===== src/rtl/ram_pkg.sv =====
// rtl/ram_pkg.sv - shared constants, op codes and FSM encoding for ram_ctrl
// Purpose: single source for the RAM geometry (AW/DW), command op codes and
//          the controller state encoding, plus the length-to-count helper.
// Ports:   none (package).
package ram_pkg;

  localparam int AW = 5;
  localparam int DW = 32;
  localparam int CW = AW + 1;  // remaining-word counter, holds 1..32

  typedef enum logic [1:0] {
    OP_READ = 2'b00,
    OP_FILL = 2'b01,
    OP_WINC = 2'b10,
    OP_RSVD = 2'b11
  } op_e;

  typedef enum logic [2:0] {
    S_IDLE   = 3'd0,
    S_WR     = 3'd1,
    S_RD_REQ = 3'd2,
    S_RD_CAP = 3'd3,
    S_RSP    = 3'd4,
    S_ERR    = 3'd5
  } state_e;

  // A length of zero means a full-depth burst of 2^AW words.
  function automatic logic [CW-1:0] len_to_cnt(input logic [AW-1:0] len);
    return (len == '0) ? CW'(1 << AW) : {1'b0, len};
  endfunction

endpackage


===== src/rtl/ram_ctrl_if.sv =====
// rtl/ram_ctrl_if.sv - command / response bundle between host and ram_ctrl
// Purpose: groups the command handshake, read-response handshake and the
//          done/err completion pulses.
// Ports:   master = host side (drives cmd_*, rsp_ready)
//          slave  = controller side (drives cmd_ready, rsp_*, done, err)
interface ram_ctrl_if
  import ram_pkg::*;
  ();

  logic          cmd_valid;
  logic          cmd_ready;
  logic [1:0]    cmd_op;
  logic [AW-1:0] cmd_addr;
  logic [AW-1:0] cmd_len;
  logic [DW-1:0] cmd_data;

  logic          rsp_valid;
  logic          rsp_ready;
  logic [DW-1:0] rsp_data;
  logic          rsp_last;

  logic          done;
  logic          err;

  modport master (
    output cmd_valid, cmd_op, cmd_addr, cmd_len, cmd_data, rsp_ready,
    input  cmd_ready, rsp_valid, rsp_data, rsp_last, done, err
  );

  modport slave (
    input  cmd_valid, cmd_op, cmd_addr, cmd_len, cmd_data, rsp_ready,
    output cmd_ready, rsp_valid, rsp_data, rsp_last, done, err
  );

endinterface


===== src/rtl/ram_ctrl.sv =====
// rtl/ram_ctrl.sv - command-driven burst initiator for a 32x32 sync RAM
// Purpose: accepts READ / FILL / WRITE_INC bursts, drives the RAM pins and
//          returns read words over a valid/ready response channel.
// Ports:   clk, rst      clock, async active-high reset
//          bus (slave)   command / response / done / err bundle
//          ram_cen/wen   RAM chip / write enable
//          ram_addr/din  RAM address / write data
//          ram_dout      RAM read data, valid the cycle after a read strobe
module ram_ctrl
  import ram_pkg::*;
(
  input  logic          clk,
  input  logic          rst,
  ram_ctrl_if.slave     bus,
  output logic          ram_cen,
  output logic          ram_wen,
  output logic [AW-1:0] ram_addr,
  output logic [DW-1:0] ram_din,
  input  logic [DW-1:0] ram_dout
);

  state_e        state_q, state_d;
  logic [AW-1:0] addr_q, addr_d;
  logic [CW-1:0] cnt_q, cnt_d;
  logic [DW-1:0] data_q, data_d;
  logic          winc_q, winc_d;
  logic [DW-1:0] rsp_data_q, rsp_data_d;
  logic          rsp_last_q, rsp_last_d;
  logic          done_q, done_d;

  always_ff @(posedge clk or posedge rst) begin
    if (rst) begin
      state_q    <= S_IDLE;
      addr_q     <= '0;
      cnt_q      <= '0;
      data_q     <= '0;
      winc_q     <= 1'b0;
      rsp_data_q <= '0;
      rsp_last_q <= 1'b0;
      done_q     <= 1'b0;
    end else begin
      state_q    <= state_d;
      addr_q     <= addr_d;
      cnt_q      <= cnt_d;
      data_q     <= data_d;
      winc_q     <= winc_d;
      rsp_data_q <= rsp_data_d;
      rsp_last_q <= rsp_last_d;
      done_q     <= done_d;
    end
  end

  always_comb begin
    state_d    = state_q;
    addr_d     = addr_q;
    cnt_d      = cnt_q;
    data_d     = data_q;
    winc_d     = winc_q;
    rsp_data_d = rsp_data_q;
    rsp_last_d = rsp_last_q;
    done_d     = 1'b0;
    case (state_q)
      S_IDLE: begin
        if (bus.cmd_valid) begin
          addr_d = bus.cmd_addr;
          cnt_d  = len_to_cnt(bus.cmd_len);
          data_d = bus.cmd_data;
          winc_d = (bus.cmd_op == OP_WINC);
          case (bus.cmd_op)
            OP_READ: state_d = S_RD_REQ;
            OP_FILL: state_d = S_WR;
            OP_WINC: state_d = S_WR;
            default: state_d = S_ERR;
          endcase
        end
      end
      S_WR: begin
        addr_d = addr_q + 1'b1;
        cnt_d  = cnt_q - 1'b1;
        if (winc_q) data_d = data_q + 1'b1;
        if (cnt_q == CW'(1)) begin
          state_d = S_IDLE;
          done_d  = 1'b1;
        end
      end
      S_RD_REQ: state_d = S_RD_CAP;
      S_RD_CAP: begin
        rsp_data_d = ram_dout;
        rsp_last_d = (cnt_q == CW'(1));
        state_d    = S_RSP;
      end
      S_RSP: begin
        if (bus.rsp_ready) begin
          if (rsp_last_q) begin
            state_d = S_IDLE;
            done_d  = 1'b1;
          end else begin
            addr_d  = addr_q + 1'b1;
            cnt_d   = cnt_q - 1'b1;
            state_d = S_RD_REQ;
          end
        end
      end
      S_ERR:   state_d = S_IDLE;
      default: state_d = S_IDLE;
    endcase
  end

  // RAM pins decode from state and registers only; rst gating makes the
  // strobe drop in the same instant the reset arrives.
  always_comb begin
    ram_cen  = 1'b0;
    ram_wen  = 1'b0;
    ram_addr = '0;
    ram_din  = '0;
    if (!rst) begin
      if (state_q == S_WR) begin
        ram_cen  = 1'b1;
        ram_wen  = 1'b1;
        ram_addr = addr_q;
        ram_din  = data_q;
      end else if (state_q == S_RD_REQ) begin
        ram_cen  = 1'b1;
        ram_addr = addr_q;
      end
    end
  end

  assign bus.cmd_ready = (state_q == S_IDLE) && !rst;
  assign bus.rsp_valid = (state_q == S_RSP);
  assign bus.rsp_data  = rsp_data_q;
  assign bus.rsp_last  = rsp_last_q;
  assign bus.done      = done_q || (state_q == S_ERR);
  assign bus.err       = (state_q == S_ERR);

endmodule

===== src/flat_wrapper.sv =====
// flat-port wrapper written by rule: the top's interface ports become plain ports
module ram_ctrl_flat import ram_pkg::*;
  (clk, rst, ram_cen, ram_wen, ram_addr, ram_din, ram_dout, bus_cmd_valid, bus_cmd_op, bus_cmd_addr, bus_cmd_len, bus_cmd_data, bus_rsp_ready, bus_cmd_ready, bus_rsp_valid, bus_rsp_data, bus_rsp_last, bus_done, bus_err);
  ram_ctrl_if bus_i ();
  input  logic clk;
  input  logic rst;
  output logic ram_cen;
  output logic ram_wen;
  output logic [AW-1:0] ram_addr;
  output logic [DW-1:0] ram_din;
  input  logic [DW-1:0] ram_dout;
  input wire logic [$bits(bus_i.cmd_valid)-1:0] bus_cmd_valid;
  input wire logic [$bits(bus_i.cmd_op)-1:0] bus_cmd_op;
  input wire logic [$bits(bus_i.cmd_addr)-1:0] bus_cmd_addr;
  input wire logic [$bits(bus_i.cmd_len)-1:0] bus_cmd_len;
  input wire logic [$bits(bus_i.cmd_data)-1:0] bus_cmd_data;
  input wire logic [$bits(bus_i.rsp_ready)-1:0] bus_rsp_ready;
  output wire logic [$bits(bus_i.cmd_ready)-1:0] bus_cmd_ready;
  output wire logic [$bits(bus_i.rsp_valid)-1:0] bus_rsp_valid;
  output wire logic [$bits(bus_i.rsp_data)-1:0] bus_rsp_data;
  output wire logic [$bits(bus_i.rsp_last)-1:0] bus_rsp_last;
  output wire logic [$bits(bus_i.done)-1:0] bus_done;
  output wire logic [$bits(bus_i.err)-1:0] bus_err;
  assign bus_i.cmd_valid = bus_cmd_valid;
  assign bus_i.cmd_op = bus_cmd_op;
  assign bus_i.cmd_addr = bus_cmd_addr;
  assign bus_i.cmd_len = bus_cmd_len;
  assign bus_i.cmd_data = bus_cmd_data;
  assign bus_i.rsp_ready = bus_rsp_ready;
  assign bus_cmd_ready = bus_i.cmd_ready;
  assign bus_rsp_valid = bus_i.rsp_valid;
  assign bus_rsp_data = bus_i.rsp_data;
  assign bus_rsp_last = bus_i.rsp_last;
  assign bus_done = bus_i.done;
  assign bus_err = bus_i.err;
  ram_ctrl u_core (.clk(clk), .rst(rst), .bus(bus_i), .ram_cen(ram_cen), .ram_wen(ram_wen), .ram_addr(ram_addr), .ram_din(ram_din), .ram_dout(ram_dout));
endmodule

===== config.mk =====
export PLATFORM = sky130hd
export DESIGN_NAME = ram_ctrl_flat
export DESIGN_NICKNAME = d
export VERILOG_FILES = /design/src/rtl/ram_pkg.sv /design/src/rtl/ram_ctrl_if.sv /design/src/rtl/ram_ctrl.sv /design/src/flat_wrapper.sv
export SDC_FILE = /design/constraint.sdc
export NUM_CORES = 1
export LEC_CHECK = 0
export ABC_AREA = 1
export CORE_MARGIN = 2
export CORE_UTILIZATION = 47
export DETAILED_ROUTE_END_ITERATION = 6
export PLACE_DENSITY = 0.91
export SETUP_SLACK_MARGIN = 0.4
export SYNTH_ARGS = -nofsm -noshare
export SYNTH_HDL_FRONTEND = slang
export SYNTH_SLANG_ARGS = --single-unit
export TNS_END_PERCENT = 30

===== constraint.sdc =====
create_clock -name clk -period 3.2 [get_ports clk]
set_input_delay 0.48 -clock clk [delete_from_list [all_inputs] [get_ports clk]]
set_output_delay 0.48 -clock clk [all_outputs]
set_load 0.05 [all_outputs]

==> results of run 1 <==
[report_power, final]
part,switching (W),internal (W)
sequential,0.000450,0.00156
clock,0.000436,0.000457
combinational,0.00381,0.00195
[cell usage after synthesis (all sizes together)]
master / count
nor3: 2
and2: 1
ha: 4
inv: 70
o21ai: 42
a31oi: 1
clkbuf: 5
a21oi: 14
buf: 19
nand3b: 1
o32ai: 1
a22oi: 2
o22ai: 8
nor4: 1
or2: 3
dfrtp: 81
nand2: 309
xor2: 4
nand4: 2
a21boi: 1
nand3: 45
nor2: 135
[stage by stage]
stage	cells	utilization, %	worst slack, ns	hold slack (ns)
finish	1042	69.96	0.4362	0.4778
global route	1042	69.96	0.3072	0.5070
CTS	1042	69.82	0.3506	0.4803
detailed placement	1022	67.20	0.3703	0.4575
global placement	1022	67.20	0.5199	0.4523
floorplan	751	-	0.2927	0.4588
[cell type report]
cell class	count	area [sq um]
timing repair buffer	162	1943
tap	136	170.2
timing repair inverter	1	7.507
inverter	70	270.3
fill	793	3073
multi-input combinational	576	2507
clock inverter	7	108.9
sequential	81	2027
clock buffer	9	123.9
[what timing repair did]
item / in CTS / in global routing
buffers inserted: 3 / 0
setup endpoints to repair: 34 / 36
gates resized for setup: 4 / 5
gates cloned: 1 / 0
[final timing paths]
kind                            depth (start not counted)                     from                      end
worst min-delay path                                    2  u_core.bus.rsp_data[26]  u_core.bus.rsp_data[26]
min in group asynchronous                               2                      rst         u_core.data_q[2]
worst max-delay path                                    4        u_core.state_q[0]                 bus_done
max in group asynchronous                               3                      rst   u_core.bus.rsp_data[5]
worst min register to register                          2  u_core.bus.rsp_data[26]  u_core.bus.rsp_data[26]
worst max register to register                          9        u_core.state_q[1]         u_core.data_q[9]
[metal layers]
layer / share of wire (%) / vias up / track usage (%)
li1: - / 2625 / -
met1: 39 / 2372 / 31.78
met2: 48 / 259 / 45.15
met3: 9.2 / 41 / 6.254
met4: 3.1 / 0 / 12.03
met5: 0 / - / 0
[flip-flops by register name, indices dropped and copies added, names as in the netlist]
signal               flops
u_core.done_q            1
u_core.cnt_q             6
u_core.data_q           32
u_core.addr_q            5
u_core.state_q           3
u_core.bus.rsp_last      1
u_core.bus.rsp_data     32
u_core.winc_q            1
[critical path: cells and delay by family (launching register included)]
kind	cells	cell delay, ns
buffers and inverters	2	0.93
DFF	1	0.46
and+or+nand+nor	2	0.52
[logic make-up (layout without fill, tap and decap cells)]
| kind of cell | after synthesis | in the layout | share of synthesized area (%) |
|---|---|---|---|
| flip-flops | 81 | 81 | 41.15 |
| adder cells (fa/ha/maj) | 4 | 4 | 1.016 |
| XOR/XNOR | 4 | 4 | 0.7111 |
| AND/OR/NAND/NOR | 499 | 499 | 40.82 |
| buffers and inverters | 94 | 249 | 8.230 |
| AO/OA/AOI/OAI | 69 | 69 | 8.077 |
==> impl_metrics.tcl, run 1 <==
set metrics [dict create \
    final_cell_mix "nand2_1 (303), nor2_1 (129), clkdlybuf4s50_1 (117), dfrtp_1 (81), inv_1 (60)" \
    hpwl_mm 10.23 \
    synth.cell_area_sq_mm 0.004926 \
    ys_seq_elements 81 \
    cts_buffers 9 \
    tightestPinTransition_ns 0.6354 \
    place_congestion 0.9202 \
    synth_top_area_share_pct 41.15 \
    cp-end-kind "output port" \
    clockBufferDepth 2 \
    grt_start_max_net_pins 56 \
    max_stage_delay_ns 0.80 \
    slew_violations 0 \
    die-area_sq_mm 0.01132 \
    grt-ovfl-total 0 \
    io_pins 156 \
    synthTopCellsByArea "dfrtp_1 (41%), nand2_1 (23%), nor2_1 (9.9%)" \
    grt_pass1_wl_mm 24.07 \
    powerDensity_mw_per_mm2 1210 \
    leakagePower_nw 3.460 \
    die_width_um 106.4 \
    setup_viol 0 \
    grtUsageTotal_pct 26.52 \
    wl_mm 14.38 \
    critPathKind "flop to output port" \
    antenna_found_initial 0 \
    htree_levels 3 \
    finalHoldViolCount 0 \
    status "complete, no violations" \
    n_antenna_cell 0 \
    start_kind "flop" \
    cts_root_buffer "clkbuf_8" \
    cp_data_arrival_time_ns 2.28 \
    max_slew_margin_pct 57.59 \
    drive_gt1_share_pct 10.04 \
    max_freq_mhz 361.8 \
    via_per_inst 5.083 \
    areaGrowthSynthToFinish_pct 45.31 \
    rsz0062_at_grt "true" \
    io_buffers 155 \
    synth_warnings 0 \
    hp-class "flop to flop" \
    clk_latency_ns 0.37 \
    drt_iter0_drc 289 \
    cts_tree "built" \
    fin_crit_ns 2.764 \
    fin_skew_ns 0.008609 \
    grt_pass1_vias 5220 \
    ys_types 34 \
    path_max_fanout 5 \
    synthCells 751 \
    max_cap_viol_count 0 \
    seq_area_frac_synth_pct 41.15 \
    setup_tns_ns 0 \
    die_h_um 106.4 \
    core_area_sq_mm 0.01023 \
    post_drt_wl_per_cell_um 13.80 \
    mappedNetlistNets 835 \
    vdd_drop_max_v 0.0007865 \
    crit_chain "inv_1 -> nor3_1 -> or2_2 -> clkdlybuf4s50_1" \
    fin_crit_sh_pct 86.37 \
    crit_slowest_cell "clkdlybuf4s50_1" \
    layout_commonest_cell "nand2_1" \
    holdBufCountCts 0 \
    finalNetCount 985 \
    avgSynthCellArea_sq_um 6.559 \
    clkTransAtPathRegs_ns 0.09 \
    synth_area_leader_cell "dfrtp_1" \
    route.detailed.drc 0 \
    drtAntennaViolNets 0 \
    total_power_w 0.008660 \
    start_util_pct 48.15 \
    postLayoutCellArea_sq_mm 0.007158 \
    reg2reg_slack_ns 1.05 \
    drt_pass1_iterations 5 \
    required_ns 2.72 \
    core.rowCount 37 \
    placed_area_sq_mm 0.006875 \
    cts.sinks 81 \
    vias 5297 \
]
No activity file was read; power rests on OpenSTA's default activity.
==> run 2: changes to the inputs <==
CORE_UTILIZATION = 35   (was 47)
PLACE_DENSITY = 0.76   (was 0.91)
clock period = 2.48 ns   (was 3.2 ns; I/O delays follow)
==> impl_metrics.tcl, run 2 (synthesis results as in run 1) <==
set metrics [dict create \
    holdBufCountCts 0 \
    drive_gt1_share_pct 16.78 \
    powerDensity_mw_per_mm2 1570 \
    die_h_um 122.6 \
    clkTransAtPathRegs_ns 0.06 \
    clockBufferDepth 2 \
    max_slew_margin_pct 60.88 \
    grt-ovfl-total 0 \
    setup_tns_ns 0 \
    grt_pass1_vias 5053 \
    fin_crit_sh_pct 83.87 \
    leakagePower_nw 3.483 \
    fin_util_pct 54.54 \
    die-area_sq_mm 0.01504 \
    n_antenna_cell 0 \
    tightestPinTransition_ns 0.5860 \
    start_util_pct 35.63 \
    place_congestion 0.8506 \
    p_int_w 0.005558 \
    hpwl_mm 10.73 \
    drt_pass1_iterations 5 \
    hp-class "flop to flop" \
    cts_tree "built" \
    vias 5283 \
    max_cap_viol_count 0 \
    path_max_fanout 5 \
    fin_skew_ns 0.006087 \
    grt_pass1_wl_mm 24.45 \
    cp_data_arrival_time_ns 1.71 \
    io_pins 156 \
    p_seq_share_pct 22.0 \
    crit_chain "nor2_4 -> nand2_2 -> a21oi_4 -> clkinvlp_4 -> buf_12 -> nor2_4 -> buf_12" \
    grt_start_max_net_pins 46 \
    start_kind "flop" \
    via_per_inst 4.811 \
    finalNetCount 997 \
    cts_buffers 9 \
    hold_start "u_core.bus.rsp_data[8]" \
    max_stage_delay_ns 0.47 \
    critPathKind "flop to output port" \
    crit_slowest_cell "dfrtp_2" \
    htree_levels 3 \
    slew_violations 0 \
    setup_viol 0 \
    grtUsageTotal_pct 20.55 \
    finalHoldViolCount 0 \
    io_buffers 155 \
    areaGrowthSynthToFinish_pct 53.09 \
    final_cell_mix "nand2_1 (302), clkdlybuf4s50_1 (111), nor2_1 (93), dfrtp_1 (79), inv_1 (59)" \
    layout_commonest_cell "nand2_1" \
    pwr-share-clk_pct 12.2 \
    post_drt_wl_per_cell_um 13.32 \
    clk_latency_ns 0.34 \
    max_freq_mhz 480.8 \
    route.detailed.drc 0 \
    rsz0062_at_grt "true" \
    p_comb_share_pct 65.8 \
    die_width_um 122.6 \
    switching_power_w 0.006279 \
    holdWs_ns 0.4691 \
    core_area_sq_mm 0.01383 \
    cp-end-kind "output port" \
    vdd_drop_max_v 0.0009360 \
    wl_mm 14.62 \
    status "complete, no violations" \
    startpoint "u_core.state_q[0]" \
    netSwitchingFraction_pct 53.04 \
    drtAntennaViolNets 0 \
    required_ns 2.11 \
    r2r-start "u_core.state_q[1]" \
    fin_crit_ns 2.080 \
    cts.sinks 81 \
    cts_root_buffer "clkbuf_16" \
    antenna_found_initial 0 \
    drt_iter0_drc 382 \
    core.rowCount 43 \
]
-- run 2: cell count changes in the layout (fill, tap and decap cells not counted), moves of 4 or more --
cell             before  now
nor2_1              129   93
clkbuf_16             0    9
buf_4                 7   32
buf_6                 0    9
dlymetal6s2s_1        4    0
buf_12               33   20
clkbuf_8              9    0
clkdlybuf4s50_1     117  111
nor2_4                1   38
-- run 2: area by class of cell --
| class | instances | area, sq um |
|---|---|---|
| fill | 1350 | 6286 |
| inverter | 70 | 275.3 |
| multi-input combinational | 576 | 2809 |
| timing repair buffer | 175 | 1883 |
| clock buffer | 9 | 225.2 |
| sequential | 81 | 2029 |
| tap | 180 | 225.2 |
| clock inverter | 7 | 93.84 |
-- run 2: routing by layer --
layer,global-route usage (%),wire length [um]
met5,0,0
met2,34.06,7219
met4,8.190,367
met1,25.67,5937
met3,5.065,1098
-- run 2: repair_timing --
item | CTS | global route
setup endpoints to repair | 39 | 44
resized for setup | 23 | 4
pin swaps | 4 | 2
setup buffers | 10 | 1
-- run 2: worst max-delay path, delay by kind of cell (launching register included) --
kind                   cells  cell delay, ns
and+or+nand+nor            3            0.30
buffers and inverters      3            0.41
AOI/OAI and AO/OA          1            0.18
DFF                        1            0.47
-- run 2: final timing paths --
| kind | endpoint | slack (ns) | cells after the start |
|---|---|---|---|
| max | ram_addr[4] | 0.40 | 7 |
| min | u_core.bus.rsp_data[8] | 0.47 | 2 |
| max reg2reg | u_core.data_q[6] | 0.56 | 8 |
| min reg2reg | u_core.bus.rsp_data[8] | 0.47 | 2 |
| max in group asynchronous | u_core.bus.rsp_data[1] | 1.57 | 3 |
| min in group asynchronous | u_core.winc_q | 0.48 | 3 |
-- run 2: stage by stage --
stage / cell area (sq um) / worst slack (ns) / std cells / power (W)
5_1_grt: 7541 / 0.3278 / 1098 / 0.01276
3_3_place_gp: 7052 / 0.3362 / 1071 / 0.01001
4_1_cts: 7518 / 0.3965 / 1097 / 0.01188
3_5_place_dp: 7052 / 0.3109 / 1071 / 0.01015
6_report: 7541 / 0.4001 / 1098 / 0.01184
2_1_floorplan: 5236 / 0.02954 / 751 / 0.008028
-- run 2: power by group through the flow --
stage               logic [W]  clock network, W  registers, W
floorplan             0.00462                 0       0.00341
global placement      0.00745                 0       0.00257
detailed placement    0.00756                 0       0.00259
CTS                   0.00781           0.00147       0.00259
global route          0.00852           0.00152       0.00271
finish                0.00779           0.00144       0.00261
==> run 3: changes to the inputs <==
PLACE_DENSITY = 0.73   (was 0.76)
clock period = 2 ns   (was 2.48 ns; I/O delays follow)
==> impl_metrics.tcl, run 3 (synthesis results as in run 1) <==
set metrics [dict create \
    status "complete, no violations" \
    clockBufferDepth 2 \
    io_pins 156 \
    core.rowCount 43 \
    finalHoldViolCount 0 \
    vias 5348 \
    wl_met2_mm 7.763 \
    drt-met1-wl_mm 6.291 \
    path_max_fanout 5 \
    dpl_worst_slack_ns 0.09495 \
    cp_data_arrival_time_ns 1.66 \
    setup_viol 0 \
    grt_start_max_net_pins 46 \
    via_per_inst 4.796 \
    tightestPinTransition_ns 0.5320 \
    htree_levels 3 \
    route.detailed.drc 0 \
    fin_crit_ns 1.961 \
    powerDensity_mw_per_mm2 1944 \
    fill_cells 1175 \
    drtAntennaViolNets 0 \
    met3_length_mm 1.106 \
    grtUsageTotal_pct 20.25 \
    leakagePower_nw 4.067 \
    cts_tree "built" \
    max_slew_margin_pct 64.48 \
    cts.sinks 81 \
    critPathKind "flop to output port" \
    cts_root_buffer "clkbuf_16" \
    layout_commonest_cell "nand2_1" \
    final_cell_mix "nand2_1 (287), clkdlybuf4s50_1 (79), nor2_1 (78), dfrtp_1 (78), inv_1 (58)" \
    drive_gt1_share_pct 22.57 \
    n_antenna_cell 0 \
    antenna_found_initial 0 \
    drt_iter0_drc 387 \
    fin_skew_ns 0.007609 \
    die_width_um 122.6 \
    clkTransAtPathRegs_ns 0.07 \
    finalNetCount 1014 \
    vdd_drop_max_v 0.001077 \
    start_kind "flop" \
    cts_buffers 9 \
    rsz0062_at_grt "true" \
    fin_util_pct 59.79 \
    final_cells 1115 \
    core_area_sq_mm 0.01383 \
    areaGrowthSynthToFinish_pct 67.82 \
    post_drt_wl_per_cell_um 13.86 \
    fin_crit_sh_pct 98.06 \
    dp.cells 1081 \
    layout_setup_ws_ns 0.03872 \
    grt_pass1_wl_mm 23.96 \
    total_power_w 0.01607 \
    wl_mm 15.46 \
    hpwl_mm 10.77 \
    start_util_pct 35.63 \
    grt-ovfl-total 0 \
    hp-class "flop to flop" \
    drt_pass1_iterations 5 \
    max_cap_viol_count 0 \
    die-area_sq_mm 0.01504 \
    place_congestion 0.8695 \
    cp-end-kind "output port" \
    clk_latency_ns 0.35 \
    max_freq_mhz 509.9 \
    required_ns 1.70 \
    top_layer "met4" \
    slew_violations 0 \
    io_buffers 155 \
    grt_pass1_vias 4982 \
    die_h_um 122.6 \
]
-- run 3: changes by cell type in the layout (fill, tap and decap cells not counted), moves of 10 or more --
| cell | previous run | this run |
|---|---|---|
| dlymetal6s2s_1 | 0 | 33 |
| clkdlybuf4s50_1 | 111 | 79 |
| buf_8 | 0 | 26 |
| buf_4 | 32 | 17 |
| nand2_1 | 302 | 287 |
| nor2_1 | 93 | 78 |
| nor2_4 | 38 | 48 |
-- run 3: per-layer routing --
layer / GRT usage [%] / up-vias
met5: 0 / -
met4: 7.399 / 0
met3: 5.158 / 22
met2: 33.75 / 188
met1: 25.32 / 2446
li1: - / 2692
-- run 3: final timing paths --
check | from | to | slack, ns | depth (start not counted)
setup / recovery | u_core.state_q[2] | ram_addr[1] | 0.04 | 7
hold / removal | u_core.bus.rsp_data[23] | u_core.bus.rsp_data[23] | 0.47 | 2
setup reg to reg | u_core.state_q[2] | u_core.addr_q[2] | 0.34 | 9
hold reg to reg | u_core.bus.rsp_data[23] | u_core.bus.rsp_data[23] | 0.47 | 2
max in group asynchronous | rst | u_core.state_q[0] | 1.13 | 4
min in group asynchronous | rst | u_core.data_q[2] | 0.63 | 4
-- run 3: cell type report --
class | count | area [sq um] | area share (%)
Sequential cell | 81 | 2031 | 24.56
Tap cell | 180 | 225.2 | 2.724
Multi-Input combinational cell | 576 | 3043 | 36.81
Timing Repair Buffer | 192 | 2364 | 28.59
Clock inverter | 7 | 85.08 | 1.029
Clock buffer | 9 | 225.2 | 2.724
Inverter | 70 | 294.0 | 3.557
-- run 3: where the power goes --
part	switching, W	total (W)	internal [W]
Combinational	0.00692	0.0111	0.00417
Clock	0.000772	0.00177	0.000995
Sequential	0.000709	0.00322	0.00251
-- run 3: stage by stage --
step | setup TNS [ns] | cell area, sq um | hold slack, ns
3_5_place_dp | 0 | 7121 | 0.4570
2_1_floorplan | -0.6297 | 5248 | 0.4167
6_report | 0 | 8267 | 0.4657
4_1_cts | 0 | 7732 | 0.4744
5_1_grt | -0.1923 | 8267 | 0.4856
3_3_place_gp | 0 | 7121 | 0.4536
-- run 3: what timing repair did --
item                                    4_1_cts  5_1_grt
hold buffers                                  0        0
pin swaps                                     7       38
buffers inserted                             10        6
gates resized for setup                      45      147
gates cloned                                  2        0
endpoints found under the setup margin       99      130
-- run 3: critical path, cell delays in order, from the launching register on --
cell and delay (ns):
dfrtp_2 0.44, buf_12 0.14, nor2_4 0.10, nand2_2 0.08
a21oi_4 0.19, inv_4 0.10, nor2_4 0.13, buf_12 0.14
